==> src/rtl/mb16_pkg.sv <==
// mb16_pkg
// Shared definitions for the radix-8 Booth multiplier harness and its
// stream controller.
//   MB_WIDTH     : operand width
//   MB_LAT       : cycles from operand update to product on mul_p
//   MB_DEPTH     : result FIFO entries in the stream controller
//   mb_product_t : unsigned 2*MB_WIDTH product word
//   credit_op_e  : per-cycle action applied to the credit counter
package mb16_pkg;

    localparam int MB_WIDTH = 16;
    localparam int MB_LAT   = 3;
    localparam int MB_DEPTH = 8;

    typedef logic [2*MB_WIDTH-1:0] mb_product_t;

    // An issue and a pop in the same cycle cancel out, so the counter
    // only ever needs to hold, step up, or step down.
    typedef enum logic [1:0] {
        CR_HOLD = 2'd0,
        CR_INC  = 2'd1,
        CR_DEC  = 2'd2
    } credit_op_e;

endpackage

==> src/rtl/mb16_res_fifo.sv <==
// mb16_res_fifo
// Synchronous result FIFO with registered storage and an asynchronous
// active-low reset on the pointers.
// Ports:
//   clk    : clock, rising edge
//   rst_n  : asynchronous active-low reset (clears pointers only)
//   push   : write din this edge
//   din    : write data
//   pop    : drop the head entry this edge (ignored when empty)
//   dout   : head entry, read straight from storage
//   full   : DEPTH entries held
//   empty  : no entries held
module mb16_res_fifo #(
    parameter int WIDTH = 32,
    parameter int DEPTH = 8
) (
    input  logic             clk,
    input  logic             rst_n,
    input  logic             push,
    input  logic [WIDTH-1:0] din,
    input  logic             pop,
    output logic [WIDTH-1:0] dout,
    output logic             full,
    output logic             empty
);

    localparam int AW = $clog2(DEPTH);

    logic [WIDTH-1:0] mem [DEPTH];
    logic [AW:0]      wptr;
    logic [AW:0]      rptr;
    logic             do_push;
    logic             do_pop;

    // The extra pointer MSB tells a wrapped (full) pointer pair apart from
    // an equal (empty) one.
    assign empty = (wptr == rptr);
    assign full  = (wptr[AW] != rptr[AW]) && (wptr[AW-1:0] == rptr[AW-1:0]);

    // A pop on an empty FIFO is dropped, so a simultaneous push into an
    // empty FIFO is simply stored. A push into a full FIFO only lands when
    // the head leaves on the same edge.
    assign do_pop  = pop && !empty;
    assign do_push = push && (!full || do_pop);

    // Pointer registers.
    always_ff @(posedge clk or negedge rst_n) begin
        if (!rst_n) begin
            wptr <= '0;
            rptr <= '0;
        end else begin
            if (do_push) begin
                wptr <= wptr + 1'b1;
            end
            if (do_pop) begin
                rptr <= rptr + 1'b1;
            end
        end
    end

    // Storage is not reset; only entries between the pointers are ever read
    // as valid data.
    always_ff @(posedge clk) begin
        if (do_push) begin
            mem[wptr[AW-1:0]] <= din;
        end
    end

    assign dout = mem[rptr[AW-1:0]];

endmodule

==> src/rtl/mb16_stream_ctrl.sv <==
// mb16_stream_ctrl
// Operand-issue and result-collection controller for the registered
// radix-8 Booth multiplier harness. Operand pairs are taken on a
// valid/ready stream, driven to the harness, tracked through its fixed
// latency and returned in order on a valid/ready result stream. A credit
// counter covering in-flight and queued products keeps issue from ever
// overrunning the result FIFO.
// Ports:
//   CLK       : clock, rising edge
//   RST       : asynchronous active-low reset
//   in_valid  : operand pair present
//   in_ready  : controller can accept a pair this cycle
//   in_x/in_y : multiplicand / multiplier
//   mul_x/y   : registered operands to the harness
//   mul_p     : product from the harness
//   out_valid : result available
//   out_ready : consumer takes the head result
//   out_p     : head result
//   busy      : products in flight or queued
module mb16_stream_ctrl
    import mb16_pkg::*;
#(
    parameter int WIDTH = MB_WIDTH,
    parameter int LAT   = MB_LAT,
    parameter int DEPTH = MB_DEPTH
) (
    input  logic               CLK,
    input  logic               RST,
    input  logic               in_valid,
    output logic               in_ready,
    input  logic [WIDTH-1:0]   in_x,
    input  logic [WIDTH-1:0]   in_y,
    output logic [WIDTH-1:0]   mul_x,
    output logic [WIDTH-1:0]   mul_y,
    input  logic [2*WIDTH-1:0] mul_p,
    output logic               out_valid,
    input  logic               out_ready,
    output logic [2*WIDTH-1:0] out_p,
    output logic               busy
);

    localparam int            CW         = $clog2(DEPTH + 1);
    localparam logic [CW-1:0] CREDIT_MAX = CW'(DEPTH);

    logic [LAT-1:0] vpipe;
    logic [CW-1:0]  credits_used;
    credit_op_e     credit_op;
    logic           issue;
    logic           capture;
    logic           pop;
    logic           fifo_full;
    logic           fifo_empty;

    // in_ready looks only at the registered credit count, so there is no
    // combinational path from in_valid or out_ready.
    assign in_ready  = (credits_used < CREDIT_MAX);
    assign issue     = in_valid && in_ready;
    assign capture   = vpipe[LAT-1];
    assign out_valid = !fifo_empty;
    assign pop       = out_valid && out_ready;
    assign busy      = (credits_used != '0);

    // Operands only move on an issue edge so idle cycles leave the
    // multiplier inputs quiet.
    always_ff @(posedge CLK or negedge RST) begin
        if (!RST) begin
            mul_x <= '0;
            mul_y <= '0;
        end else if (issue) begin
            mul_x <= in_x;
            mul_y <= in_y;
        end
    end

    // One bit per harness stage; the top bit marks the edge where mul_p
    // carries a product worth keeping. Clearing it on reset is what makes
    // stale harness outputs harmless, since the harness itself is not reset.
    always_ff @(posedge CLK or negedge RST) begin
        if (!RST) begin
            vpipe <= '0;
        end else begin
            vpipe <= (vpipe << 1) | LAT'(issue);
        end
    end

    // A capture just moves a credit from in-flight to queued, so only issue
    // and pop affect the total.
    always_comb begin
        credit_op = CR_HOLD;
        if (issue && !pop) begin
            credit_op = CR_INC;
        end else if (pop && !issue) begin
            credit_op = CR_DEC;
        end
    end

    always_ff @(posedge CLK or negedge RST) begin
        if (!RST) begin
            credits_used <= '0;
        end else begin
            case (credit_op)
                CR_INC:  credits_used <= credits_used + 1'b1;
                CR_DEC:  credits_used <= credits_used - 1'b1;
                default: credits_used <= credits_used;
            endcase
        end
    end

    mb16_res_fifo #(
        .WIDTH (2*WIDTH),
        .DEPTH (DEPTH)
    ) u_res_fifo (
        .clk   (CLK),
        .rst_n (RST),
        .push  (capture),
        .din   (mul_p),
        .pop   (pop),
        .dout  (out_p),
        .full  (fifo_full),
        .empty (fifo_empty)
    );

    // The credit scheme guarantees a captured product always has a slot.
    assert property (@(posedge CLK) disable iff (!RST)
                     capture |-> (!fifo_full || pop));

    assert property (@(posedge CLK) disable iff (!RST)
                     credits_used <= CREDIT_MAX);

endmodule

==> config.mk <==
export PLATFORM = sky130hd
export DESIGN_NAME = mb16_stream_ctrl
export DESIGN_NICKNAME = d
export VERILOG_FILES = /design/src/rtl/mb16_pkg.sv /design/src/rtl/mb16_res_fifo.sv /design/src/rtl/mb16_stream_ctrl.sv
export SDC_FILE = /design/constraint.sdc
export NUM_CORES = 1
export LEC_CHECK = 0
export ABC_CLOCK_PERIOD_IN_PS = 6500
export CAP_MARGIN = 30
export CORE_ASPECT_RATIO = 0.8
export CORE_MARGIN = 4
export CORE_UTILIZATION = 55
export DETAILED_ROUTE_END_ITERATION = 12
export PLACE_DENSITY = 0.77
export SLEW_MARGIN = 20
export SYNTH_ARGS = -nofsm -noshare
export SYNTH_HDL_FRONTEND = slang
export SYNTH_HIERARCHICAL = 1
export SYNTH_SLANG_ARGS = --single-unit
==> constraint.sdc <==
create_clock -name CLK -period 6.5 [get_ports CLK]
set_input_delay 0.65 -clock CLK [delete_from_list [all_inputs] [get_ports CLK]]
set_output_delay 0.65 -clock CLK [all_outputs]
set_load 0.03 [all_outputs]
* Word level (Yosys, flattened, before mapping)
Memory sizes are Yosys's and may differ from the RTL's. Cells that the tools add are included. W data, S select, Z words.
Word-level totals: output and inout port bits 67, input port bits 68, memories kept 1, word-level logic and storage cells 37, bits in writable memories 256, register bits after elaboration 47
Cells by class: magnitude comparators 1, reductions and logical operators 14, muxes and demuxes 5, bitwise operators 1, eq/ne operators 5, add/subtract/negate cells 4
Memories:
- u_res_fifo.mem | words 8, width 32, rd ports 1, clocked after Yosys merged registers in 0, write ports 1, line mb16_res_fifo.sv:29 | logic [WIDTH-1:0] mem [DEPTH];
Operators with widths (number):
- $add A4 B1 Y4 const B | 3
- $pmux W4 S2 | 1
- $logic_and A1 B1 Y1 | 7
- $eq A4 B4 Y1 | 1
- $logic_not A1 Y1 | 4
- $lt A4 B4 Y1 const B | 1
- $mux W2 | 2
- $reduce_bool A4 Y1 | 1
- $sub A4 B1 Y4 const B | 1
- $eq A3 B3 Y1 | 1
- $or A3 B1 Y3 | 1
- $eq A2 B1 Y1 const B | 1
- $eq A2 B2 Y1 const B | 1
- $mux W1 | 2
- $reduce_bool A2 Y1 | 1
- $logic_or A1 B1 Y1 | 1
- $ne A1 B1 Y1 | 1

* Logic depth before layout (Yosys ltp)
Gate-level depths: netlist of run 1.
word-level depth 8, mapped depth 13, mapped depth without buffers 11

* Cells and area by module
Netlist of run 1, hierarchy kept.
By module, submodules not included:
- mb16_res_fifo | instances 1, cells each 428, seq. area each 7887.6 um^2, area each 10194.8 um^2
- mb16_stream_ctrl | instances 1, cells each 99, seq. area each 975.9 um^2, area each 1547.7 um^2

* Worst setup path before layout of run 1
OpenSTA, ideal clock, no wires.
kind flip-flop to flip-flop, from reg u_res_fifo.wptr[0], to mem u_res_fifo.mem[3][0], enable pin, library setup time 0.513 ns, path buffers 3, stages on the path, launching flop included 10, slack 1.039 ns, clock period less this slack 5.461 ns, arrival 4.948 ns, data required time 5.987 ns, cell sequence dfrtp_1 -> buf_2 -> xnor2_1 -> nand3_1 -> buf_2 -> nor2_1 -> nor2b_1 -> clkbuf_1 -> nor3_1 -> nor4b_1
On the way: longest elaborated chain between the ends 8, elaborated cells on any way between the ends 11, those cells by class 2 x eq/ne; 2 x mux; 7 x reduce/logical
Ends and longest elaborated chain:
- start, declared | line mb16_res_fifo.sv:30 | logic [AW:0] wptr;
- start signal, assigned | line mb16_res_fifo.sv:53 | wptr <= wptr + 1'b1;
- $eq A4 B4 Y1 | line mb16_res_fifo.sv:37 | assign empty = (wptr == rptr);
- net fifo_empty | line mb16_stream_ctrl.sv:52 | logic fifo_empty;
- $logic_not A1 Y1 | line mb16_stream_ctrl.sv:59 | assign out_valid = !fifo_empty;
- $logic_and A1 B1 Y1 | line mb16_stream_ctrl.sv:60 | assign pop = out_valid && out_ready;
- net pop | line mb16_stream_ctrl.sv:50 | logic pop;
- $logic_and A1 B1 Y1 | line mb16_res_fifo.sv:43 | assign do_pop = pop && !empty;
- $logic_or A1 B1 Y1 | line mb16_res_fifo.sv:44 | assign do_push = push && (!full || do_pop);
- $logic_and A1 B1 Y1 | line mb16_res_fifo.sv:44
- $mux W1 | line mb16_res_fifo.sv:64 | if (do_push) begin
- $mux W1 (not written as such) | line mb16_res_fifo.sv:65 | mem[wptr[AW-1:0]] <= din;
- end, declared | line mb16_res_fifo.sv:29
The timed path passes the listed nets, and every way through them passes these cells.

* Final worst setup path of run 1
from reg u_res_fifo.rptr[0], to out out_p[25]
On the way: longest elaborated chain between the ends 1
Ends and longest elaborated chain:
- start, declared | line mb16_res_fifo.sv:31 | logic [AW:0] rptr;
- start signal, assigned | line mb16_res_fifo.sv:56 | rptr <= rptr + 1'b1;
- $mem_v2 Z8 W32
- end, declared | line mb16_stream_ctrl.sv:38 | output logic [2*WIDTH-1:0] out_p,
No other way between the ends.

==> results of run 1 <==
-- worst max-delay path: stages, from the launching register on --
cell,delay [ns]
sky130_fd_sc_hd__dfrtp_4,0.67
sky130_fd_sc_hd__buf_4,0.35
sky130_fd_sc_hd__buf_16,0.32
sky130_fd_sc_hd__mux4_1,0.62
sky130_fd_sc_hd__mux2_2,0.29
sky130_fd_sc_hd__clkdlybuf4s50_1,0.60
-- worst min path at each step --
stage,end,depth (start not counted),from
floorplan,vpipe[1],0,vpipe[0]
global placement,vpipe[1],0,vpipe[0]
detailed placement,vpipe[1],0,vpipe[0]
CTS,mul_y[5],1,RST
global route,mul_y[5],1,RST
finish,mul_y[5],1,RST
-- cell type report --
type                       instances  area (µm²)  share of cell area [%]
clock inverter                    15         105                   0.732
timing repair buffer             155        1560                    10.8
tap                              269         337                    2.34
sequential                       303        8870                    61.8
clock buffer                      38         779                    5.43
inverter                           4        15.0                   0.105
multi-input combinational        191        2700                    18.8
-- power by group --
group	internal (µW)	leakage, µW	switching, µW
Combinational	1250	0.00151	1320
Clock	883	0.000433	663
Sequential	2420	0.00286	234
-- state kept, by name, summed over array words and instances (netlist names) --
signal / flops
mul_x: 16
u_res_fifo/rptr: 4
u_res_fifo/wptr: 4
vpipe: 3
mul_y: 16
credits_used: 4
u_res_fifo/mem: 256
-- through the flow --
| stage | cell area (µm²) | util, % |
|---|---|---|
| finish | 14400 | 69.0 |
| global route | 14400 | 69.0 |
| CTS | 14300 | 68.8 |
| detailed placement | 13400 | 64.6 |
| global placement | 13400 | 64.2 |
| floorplan | 11700 | - |
-- metal layers --
metal | GRT usage (%) | up-vias
met2 | 30.3 | 179
met4 | 3.67 | 2
li1 | - | 2477
met5 | 0 | -
met1 | 27.3 | 2896
met3 | 3.76 | 36
==> impl_metrics.csv, run 1 <==
group,metric,value,unit
outcome,status,"complete, no violations",
worst_hold_path,worstHoldPathType,"input pin to async pin",
critical_path,critPathCaptureType,"output port",
yosys,postSynthAreaPerCell,22.3,µm²
floorplanning,floorplan.core_area,0.0208,mm²
grt,grt_remaining_overflow,0,
clocking,tritoncts.num_buffers,29,
grt,first_pass_grt_wire_length,34700,µm
floorplanning,initial_core_util,56.4,%
power,leakagePower,0.00481,µW
job,max-cap-violations,0,
clocking,cts_hold_buffers,0,
final_layout,layout_commonest_cell,"sky130_fd_sc_hd__edfxtp_1",
routing,drcViolationCount,0,
final_layout,drive_gt1_share,28.3,%
grt,grt_use_total,18.7,%
placement,port_buffers,134,
clocking,ctsRootBufferMaster,"sky130_fd_sc_hd__clkbuf_16",
routing,vias,5590,
routing,detail_route.iter0.violations,442,
critical_path,reg2reg_depth,8,
critical_path,required,5.85,ns
timing,timing.final.ws_setup,2.44,ns
clocking,worst_setup_hold_path_clk_slew,0.06,ns
floorplanning,dieWidth,171,µm
power,p_per_area,472,mW/mm²
power,p_total,6780,µW
clocking,cts_max_path_buffers,3,
timing,fin_crit_sh,62.5,%
placement,place_worst_setup_slack,2.68,ns
routing,route.met3.wl,1530,µm
timing,period_needed,4.06,ns
yosys,yosys_warnings,6,
critical_path,worst-path-max-fanout,40,
routing,wirelength_met1,9110,µm
final_layout,filler_cell_count,1280,
floorplanning,num_io_pins,135,
grt,pin_count_of_the_biggest_net_entering_global_routing,68,
final_layout,final-instance-count-excl-fill,975,
critical_path,r2r_end,"u_res_fifo/mem[6][18]",
timing,grt_setup_unrepaired,"false",
routing,routed_length_on_met2,10800,µm
final_layout,areaGrowthSynthToFinish,22.3,%
final_layout,nets,757,
routing,highest_layer,"met5",
timing,achievable-frequency,0.246,GHz
grt,grt_antenna_before_repair,1,
final_layout,insertedDiodeCount,0,
yosys,syn_area,0.0117,mm²
clocking,clk_latency,0.52,ns
critical_path,timing.rr.start,"u_res_fifo/rptr[2]",
grt,first_global_vias,6068,
critical_path,worstPathArrival,3.41,ns
floorplanning,design.die.area,0.0238,mm²
yosys,synth_nets,599,
clocking,cts_tree,"built",
floorplanning,placement_rows,47,
routing,antenna_violating_nets_post_route,0,
timing,final_hold_viols,0,
timing,timing.final.setup_violations,0,
critical_path,cp-start-kind,"register",
final_layout,layout_common_cells,"sky130_fd_sc_hd__edfxtp_1, sky130_fd_sc_hd__clkdlybuf4s50_1, sky130_fd_sc_hd__mux2_2",
timing,worst-slew-pin-transition,0.988,ns
timing,worst_slew_margin_rel,34.1,%
timing,final.setup.tns,0,ns
placement,dp.cells,920,
routing,drt-vias-per-instance,5.73,
routing,route.final.wire_length,21900,µm
critical_path,worstSetupStartpoint,"u_res_fifo/rptr[0]",
clocking,tritoncts_num_sinks,303,
placement,gpl.final_weighted_congestion,0.750,
critical_path,timing.critical_path.to,"out_p[25]",
floorplanning,height_of_the_chip,139,µm
routing,dr.pass1.iters,5,
clocking,cts_resized,0,
timing,timing_max_transition_violations_final,0,
routing,wl_per_cell,22.5,µm
timing,fin_hold_ws,0.120,ns
clocking,clock_tree.htree_level_count,1,
power,vdd_drop_max,0.000276,V
placement,dpl.hpwl,13500,µm
yosys,instance_count_of_the_mapped_netlist,526,
timing,setup_skew_after_layout,0.00739,ns
critical_path,worstSetupPathType,"register to output port",
critical_path,r2r_setup_slack,2.63,ns
clocking,post_cts_buffers,0,
Note: power is estimated with default switching activity, not from simulation.
==> run 2, diff against run 1 <==
--- a/config.mk
+++ b/config.mk
@@ -5,13 +5,13 @@
 export SDC_FILE = /design/constraint.sdc
 export NUM_CORES = 1
 export LEC_CHECK = 0
-export ABC_CLOCK_PERIOD_IN_PS = 6500
+export ABC_CLOCK_PERIOD_IN_PS = 3600
 export CAP_MARGIN = 30
 export CORE_ASPECT_RATIO = 0.8
 export CORE_MARGIN = 4
-export CORE_UTILIZATION = 55
+export CORE_UTILIZATION = 50
 export DETAILED_ROUTE_END_ITERATION = 12
-export PLACE_DENSITY = 0.77
+export PLACE_DENSITY = 0.74
 export SLEW_MARGIN = 20
 export SYNTH_ARGS = -nofsm -noshare
 export SYNTH_HDL_FRONTEND = slang
==> constraint.sdc (replaced) <==
create_clock -name CLK -period 3.6 [get_ports CLK]
set_input_delay 0.36 -clock CLK [delete_from_list [all_inputs] [get_ports CLK]]
set_output_delay 0.36 -clock CLK [all_outputs]
set_load 0.03 [all_outputs]
==> run 2 against run 1 <==
Net effect: die area grew 9.5%; register-to-register slack got worse by 2.1 ns; clock skew fell by 0.0028 ns; utilization decreased by 5.8 points; cell area is 0.38% higher; hold slack better by 0.19 ns; first-iteration DRC count increased by 2.5%; sequential cell count unchanged; cell count grew 3.9%; critical path type unchanged.
==> impl_metrics.csv, run 2 (synthesized netlist as in run 1, its figures left out) <==
group,metric,value,unit
clocking,ctsRootBufferMaster,"sky130_fd_sc_hd__clkbuf_16",
clocking,tritoncts_num_sinks,303,
floorplanning,num_io_pins,135,
grt,grt_antenna_before_repair,2,
critical_path,critPathCaptureType,"output port",
clocking,tritoncts.num_buffers,28,
timing,period_needed,3.38,ns
final_layout,areaGrowthSynthToFinish,22.8,%
floorplanning,floorplan.core_area,0.0228,mm²
final_layout,filler_cell_count,1549,
grt,pin_count_of_the_biggest_net_entering_global_routing,68,
final_layout,layout_commonest_cell,"sky130_fd_sc_hd__edfxtp_1",
clocking,cts_max_path_buffers,3,
timing,worst_slew_margin_rel,35.0,%
timing,timing.final.setup_violations,0,
grt,first_global_vias,6071,
placement,port_buffers,134,
routing,drt-vias-per-instance,5.57,
timing,fin_crit_sh,93.9,%
clocking,cts_resized,0,
clocking,clk_latency,0.52,ns
final_layout,final_area,0.0144,mm²
timing,timing_max_transition_violations_final,0,
routing,detail_route.iter0.violations,453,
critical_path,worstSetupPathType,"register to output port",
final_layout,layout_common_cells,"sky130_fd_sc_hd__edfxtp_1, sky130_fd_sc_hd__clkdlybuf4s50_1, sky130_fd_sc_hd__mux2_2",
clocking,clock_tree.htree_level_count,1,
timing,grt_setup_unrepaired,"false",
critical_path,worstPathArrival,3.02,ns
outcome,status,"complete, no violations",
clocking,cts_tree,"built",
job,max-cap-violations,0,
grt,grt_remaining_overflow,0,
grt,first_pass_grt_wire_length,36200,µm
floorplanning,initial_core_util,51.5,%
routing,route.final.wire_length,23200,µm
routing,drcViolationCount,0,
power,vdd_drop_max,0.000733,V
routing,vias,5638,
power,leakagePower,0.00479,µW
timing,achievable-frequency,0.296,GHz
critical_path,required,3.24,ns
final_layout,postLayoutCoreUtil,63.2,%
final_layout,nets,758,
critical_path,cp-start-kind,"register",
placement,dpl.hpwl,13800,µm
clocking,worst_setup_hold_path_clk_slew,0.06,ns
floorplanning,dieWidth,179,µm
floorplanning,height_of_the_chip,145,µm
critical_path,worst-path-max-fanout,67,
placement,place_area,0.0135,mm²
routing,antenna_violating_nets_post_route,0,
placement,gpl.final_weighted_congestion,0.787,
worst_hold_path,worstHoldPathType,"input pin to async pin",
grt,grt_use_total,18.0,%
timing,worst-slew-pin-transition,0.975,ns
routing,dr.pass1.iters,4,
final_layout,largest_register_ffs,256,
floorplanning,design.die.area,0.0260,mm²
floorplanning,placement_rows,49,
final_layout,insertedDiodeCount,0,
timing,final.setup.tns,0,ns
timing,final_hold_viols,0,
timing,setup_skew_after_layout,0.00464,ns
routing,wl_per_cell,22.9,µm
clocking,post_cts_buffers,0,
final_layout,drive_gt1_share,27.3,%
power,p_per_area,851,mW/mm²
[run 2: worst max-delay path, cell delays in order, from the launching register on]
cell and delay, ns:
sky130_fd_sc_hd__dfrtp_2 0.36, sky130_fd_sc_hd__buf_4 0.72, sky130_fd_sc_hd__mux4_2 0.41, sky130_fd_sc_hd__mux2_2 0.32, sky130_fd_sc_hd__clkdlybuf4s50_1 0.61
[run 2: through the flow]
step           worst slack, ns  hold slack, ns  std cells  total power (µW)
6_report                 0.219           0.309       1013             12300
5_1_grt                 0.0913           0.337       1013             12900
4_1_cts                  0.170           0.317       1013             12400
3_5_place_dp             0.553           0.337        960              9620
3_3_place_gp             0.763           0.337        959              9500
2_1_floorplan           -0.629          0.0644        526              7960
[run 2: cell type report]
cell class / instances / area, µm² / share of cell area [%]
Sequential cell: 303 / 8870 / 61.5
Multi-Input combinational cell: 191 / 2730 / 19.0
Timing Repair Buffer: 157 / 1550 / 10.7
Clock buffer: 46 / 810 / 5.62
Tap cell: 306 / 383 / 2.66
Clock inverter: 6 / 55.1 / 0.382
Inverter: 4 / 15.0 / 0.104
[run 2: layer usage]
layer,vias up,wire [µm],GRT usage [%],part of all wire [%]
met5,-,31,0,0.13
met4,4,330,3.01,1.4
met3,33,1690,3.49,7.3
met2,174,11600,29.2,50
met1,2951,9590,26.4,41
li1,2476,-,-,-
[run 2: path summary, 6_finish.rpt]
kind                                    startpoint            endpoint  slack [ns]  cells after the start
worst min-delay path                           RST            mul_y[6]        0.31                      2
min in group CLK                          vpipe[0]            vpipe[1]        0.35                      0
worst max-delay path            u_res_fifo/rptr[1]           out_p[24]        0.22                      4
worst min register to register            vpipe[0]            vpipe[1]        0.35                      0
worst max register to register  u_res_fifo/wptr[2]     credits_used[2]        0.51                     12
max in group asynchronous                      RST  u_res_fifo/rptr[0]        2.76                      3
[run 2: what timing repair did]
action / 4_1_cts / 5_1_grt
setup endpoints to repair: 0 / 0
hold buffers: 1 / 0
endpoints found under the hold margin: 18 / 0
[run 2: report_power, final]
| part | internal [µW] | switching (µW) |
|---|---|---|
| logic | 2270 | 2560 |
| clock network | 1600 | 1170 |
| registers | 4380 | 293 |
==> run 3, diff against run 2 <==
--- a/config.mk
+++ b/config.mk
@@ -11,7 +11,8 @@
 export CORE_MARGIN = 4
 export CORE_UTILIZATION = 50
 export DETAILED_ROUTE_END_ITERATION = 12
-export PLACE_DENSITY = 0.74
+export PLACE_DENSITY = 0.79
+export RECOVER_POWER = 100
 export SLEW_MARGIN = 20
 export SYNTH_ARGS = -nofsm -noshare
 export SYNTH_HDL_FRONTEND = slang
==> run 3 against run 2 <==
Net effect: the run now ends with max-capacitance violations, max-slew violations left; clock power rose by 4%; clock skew rose by 0.0052 ns; via count fell by 0.87%; die area did not move; power fell by 0.44%; routed wire length fell by 1.7%; critical path type unchanged; largest power group is now sequential cells.
==> impl_metrics.csv, run 3 (synthesized netlist as in run 1, its figures left out) <==
group,metric,value,unit
clocking,cts_max_path_buffers,3,
critical_path,critical_path_buf_inv_count,2,
critical_path,worstPathArrival,3.13,ns
floorplanning,placement_rows,49,
critical_path,required,3.24,ns
routing,dr.pass1.iters,4,
routing,route.final.wire_length,22800,µm
critical_path,critical_path.top_delay_family,"buffers and inverters",
critical_path,r2r_end,"u_res_fifo/mem[2][13]",
floorplanning,height_of_the_chip,145,µm
critical_path,slowest_delay,0.81,ns
final_layout,filler_cell_count,1535,
critical_path,critical_path_cell_count,4,
final_layout,areaGrowthSynthToFinish,22.2,%
timing,period_needed,3.49,ns
clocking,post_cts_buffers,0,
critical_path,worstSetupStartpoint,"u_res_fifo/rptr[1]",
critical_path,worst-path-max-fanout,67,
placement,dpl.hpwl,13500,µm
clocking,worst_setup_hold_path_clk_slew,0.06,ns
clocking,cts_tree,"built",
power,vdd_drop_max,0.000586,V
grt,first_pass_grt_wire_length,35500,µm
placement,place_area,0.0136,mm²
floorplanning,floorplan.core_area,0.0228,mm²
timing,achievable-frequency,0.287,GHz
job,max-cap-violations,1,
final_layout,register_area,0.00887,mm²
critical_path,timing.rr.start,"u_res_fifo/rptr[0]",
placement,gpl.final_weighted_congestion,0.756,
floorplanning,initial_core_util,51.5,%
critical_path,cp_slowest_cell,"sky130_fd_sc_hd__clkbuf_4",
routing,wl_per_cell,22.5,µm
floorplanning,dieWidth,179,µm
grt,pin_count_of_the_biggest_net_entering_global_routing,68,
critical_path,critPathCaptureType,"output port",
routing,antenna_violating_nets_post_route,0,
clocking,clock_tree.htree_level_count,1,
critical_path,reg2reg_depth,8,
timing,timing.final.setup_violations,0,
grt,first_global_vias,6038,
routing,vias,5589,
timing,grt_setup_unrepaired,"false",
final_layout,layout_commonest_cell,"sky130_fd_sc_hd__edfxtp_1",
routing,detail_route.iter0.violations,399,
timing,setup_skew_after_layout,0.00988,ns
timing,timing.final.ws_setup,0.114,ns
timing,worst-slew-pin-transition,1.73,ns
outcome,status,"finished with violations",
routing,drcViolationCount,0,
power,leakagePower,0.00480,µW
final_layout,largest_register_ffs,256,
critical_path,r2r_setup_slack,0.31,ns
clocking,ctsRootBufferMaster,"sky130_fd_sc_hd__clkbuf_16",
worst_hold_path,worstHoldPathType,"register to register",
worst_hold_path,whs_endpoint,"vpipe[1]",
timing,timing_max_transition_violations_final,34,
placement,port_buffers,134,
final_layout,nets,759,
clocking,tritoncts.num_buffers,29,
timing,final_hold_viols,0,
floorplanning,design.die.area,0.0260,mm²
grt,grt_use_total,17.7,%
worst_hold_path,worst_hold_path.num_cells,0,
outcome,failed_checks,"max-capacitance violations, max-slew violations",
floorplanning,num_io_pins,135,
grt,grt_antenna_before_repair,3,
clocking,tritoncts_num_sinks,303,
grt,grt_remaining_overflow,0,
final_layout,drive_gt1_share,25.5,%
final_layout,multi_input_area,0.00265,mm²
critical_path,crit_chain,"clkbuf_4, mux4_2, mux2_2, dlygate4sd3_1",
final_layout,final_area,0.0143,mm²
clocking,clk_latency,0.53,ns
final_layout,layout_common_cells,"sky130_fd_sc_hd__edfxtp_1, sky130_fd_sc_hd__dlygate4sd3_1, sky130_fd_sc_hd__clkdlybuf4s50_1",
power,p_per_area,852,mW/mm²
critical_path,worstSetupPathType,"register to output port",
routing,drt-vias-per-instance,5.51,
critical_path,cp-start-kind,"register",
timing,worst_slew_margin_rel,-15.3,%
placement,place_worst_setup_slack,0.601,ns
worst_hold_path,min_from,"vpipe[0]",
timing,fin_crit_sh,96.8,%
-- run 3: per-layer routing --
metal | track usage, % | routed length [µm] | vias to the layer above
met5 | 0 | 41 | -
met4 | 3.24 | 330 | 6
met3 | 4.21 | 1890 | 35
met2 | 28.2 | 11100 | 218
met1 | 25.8 | 9410 | 2849
li1 | - | - | 2481
-- run 3: report_power, final --
part | leakage, µW | switching [µW] | internal [µW]
sequential | 0.00286 | 323 | 4380
clock | 0.000455 | 1240 | 1660
combinational | 0.00148 | 2470 | 2150
total | 0.00480 | 4030 | 8190
-- run 3: how the worst max path moves through the flow --
stage	endpoint	slack (ns)
after floorplan	u_res_fifo/mem[4][0]	-0.63
after global placement	out_p[28]	0.61
after detailed placement	out_p[28]	0.60
after CTS	out_p[28]	0.09
after global routing	out_p[13]	0.007
final	out_p[6]	0.11
-- run 3: layout make-up --
| type | instances | share of cell area (%) |
|---|---|---|
| tap | 306 | 2.67 |
| multi-input combinational | 191 | 18.5 |
| inverter | 4 | 0.105 |
| clock inverter | 16 | 0.820 |
| clock buffer | 36 | 5.61 |
| sequential | 303 | 61.8 |
| timing repair buffer | 157 | 10.4 |
| antenna | 1 | 0.0174 |
-- run 3: timing repair --
| item | 4_1_cts | 5_1_grt |
|---|---|---|
| hold endpoints to repair | 23 | 0 |
| gates resized for setup | 1 | 0 |
| hold buffers | 1 | 0 |
| endpoints found under the setup margin | 2 | 0 |
-- run 3: metrics by stage --
step / cells / TNS, ns / power, µW / hold slack, ns / utilization, %
after detailed placement: 960 / 0 / 9620 / 0.344 / 59.4
after CTS: 1013 / 0 / 12600 / 0.351 / 63.6
final: 1014 / 0 / 12200 / 0.350 / 62.9
after global routing: 1013 / 0 / 12800 / 0.362 / 62.9
after floorplan: 526 / -91.08 / 7960 / 0.0644 / -
after global placement: 959 / 0 / 9490 / 0.340 / 59.3
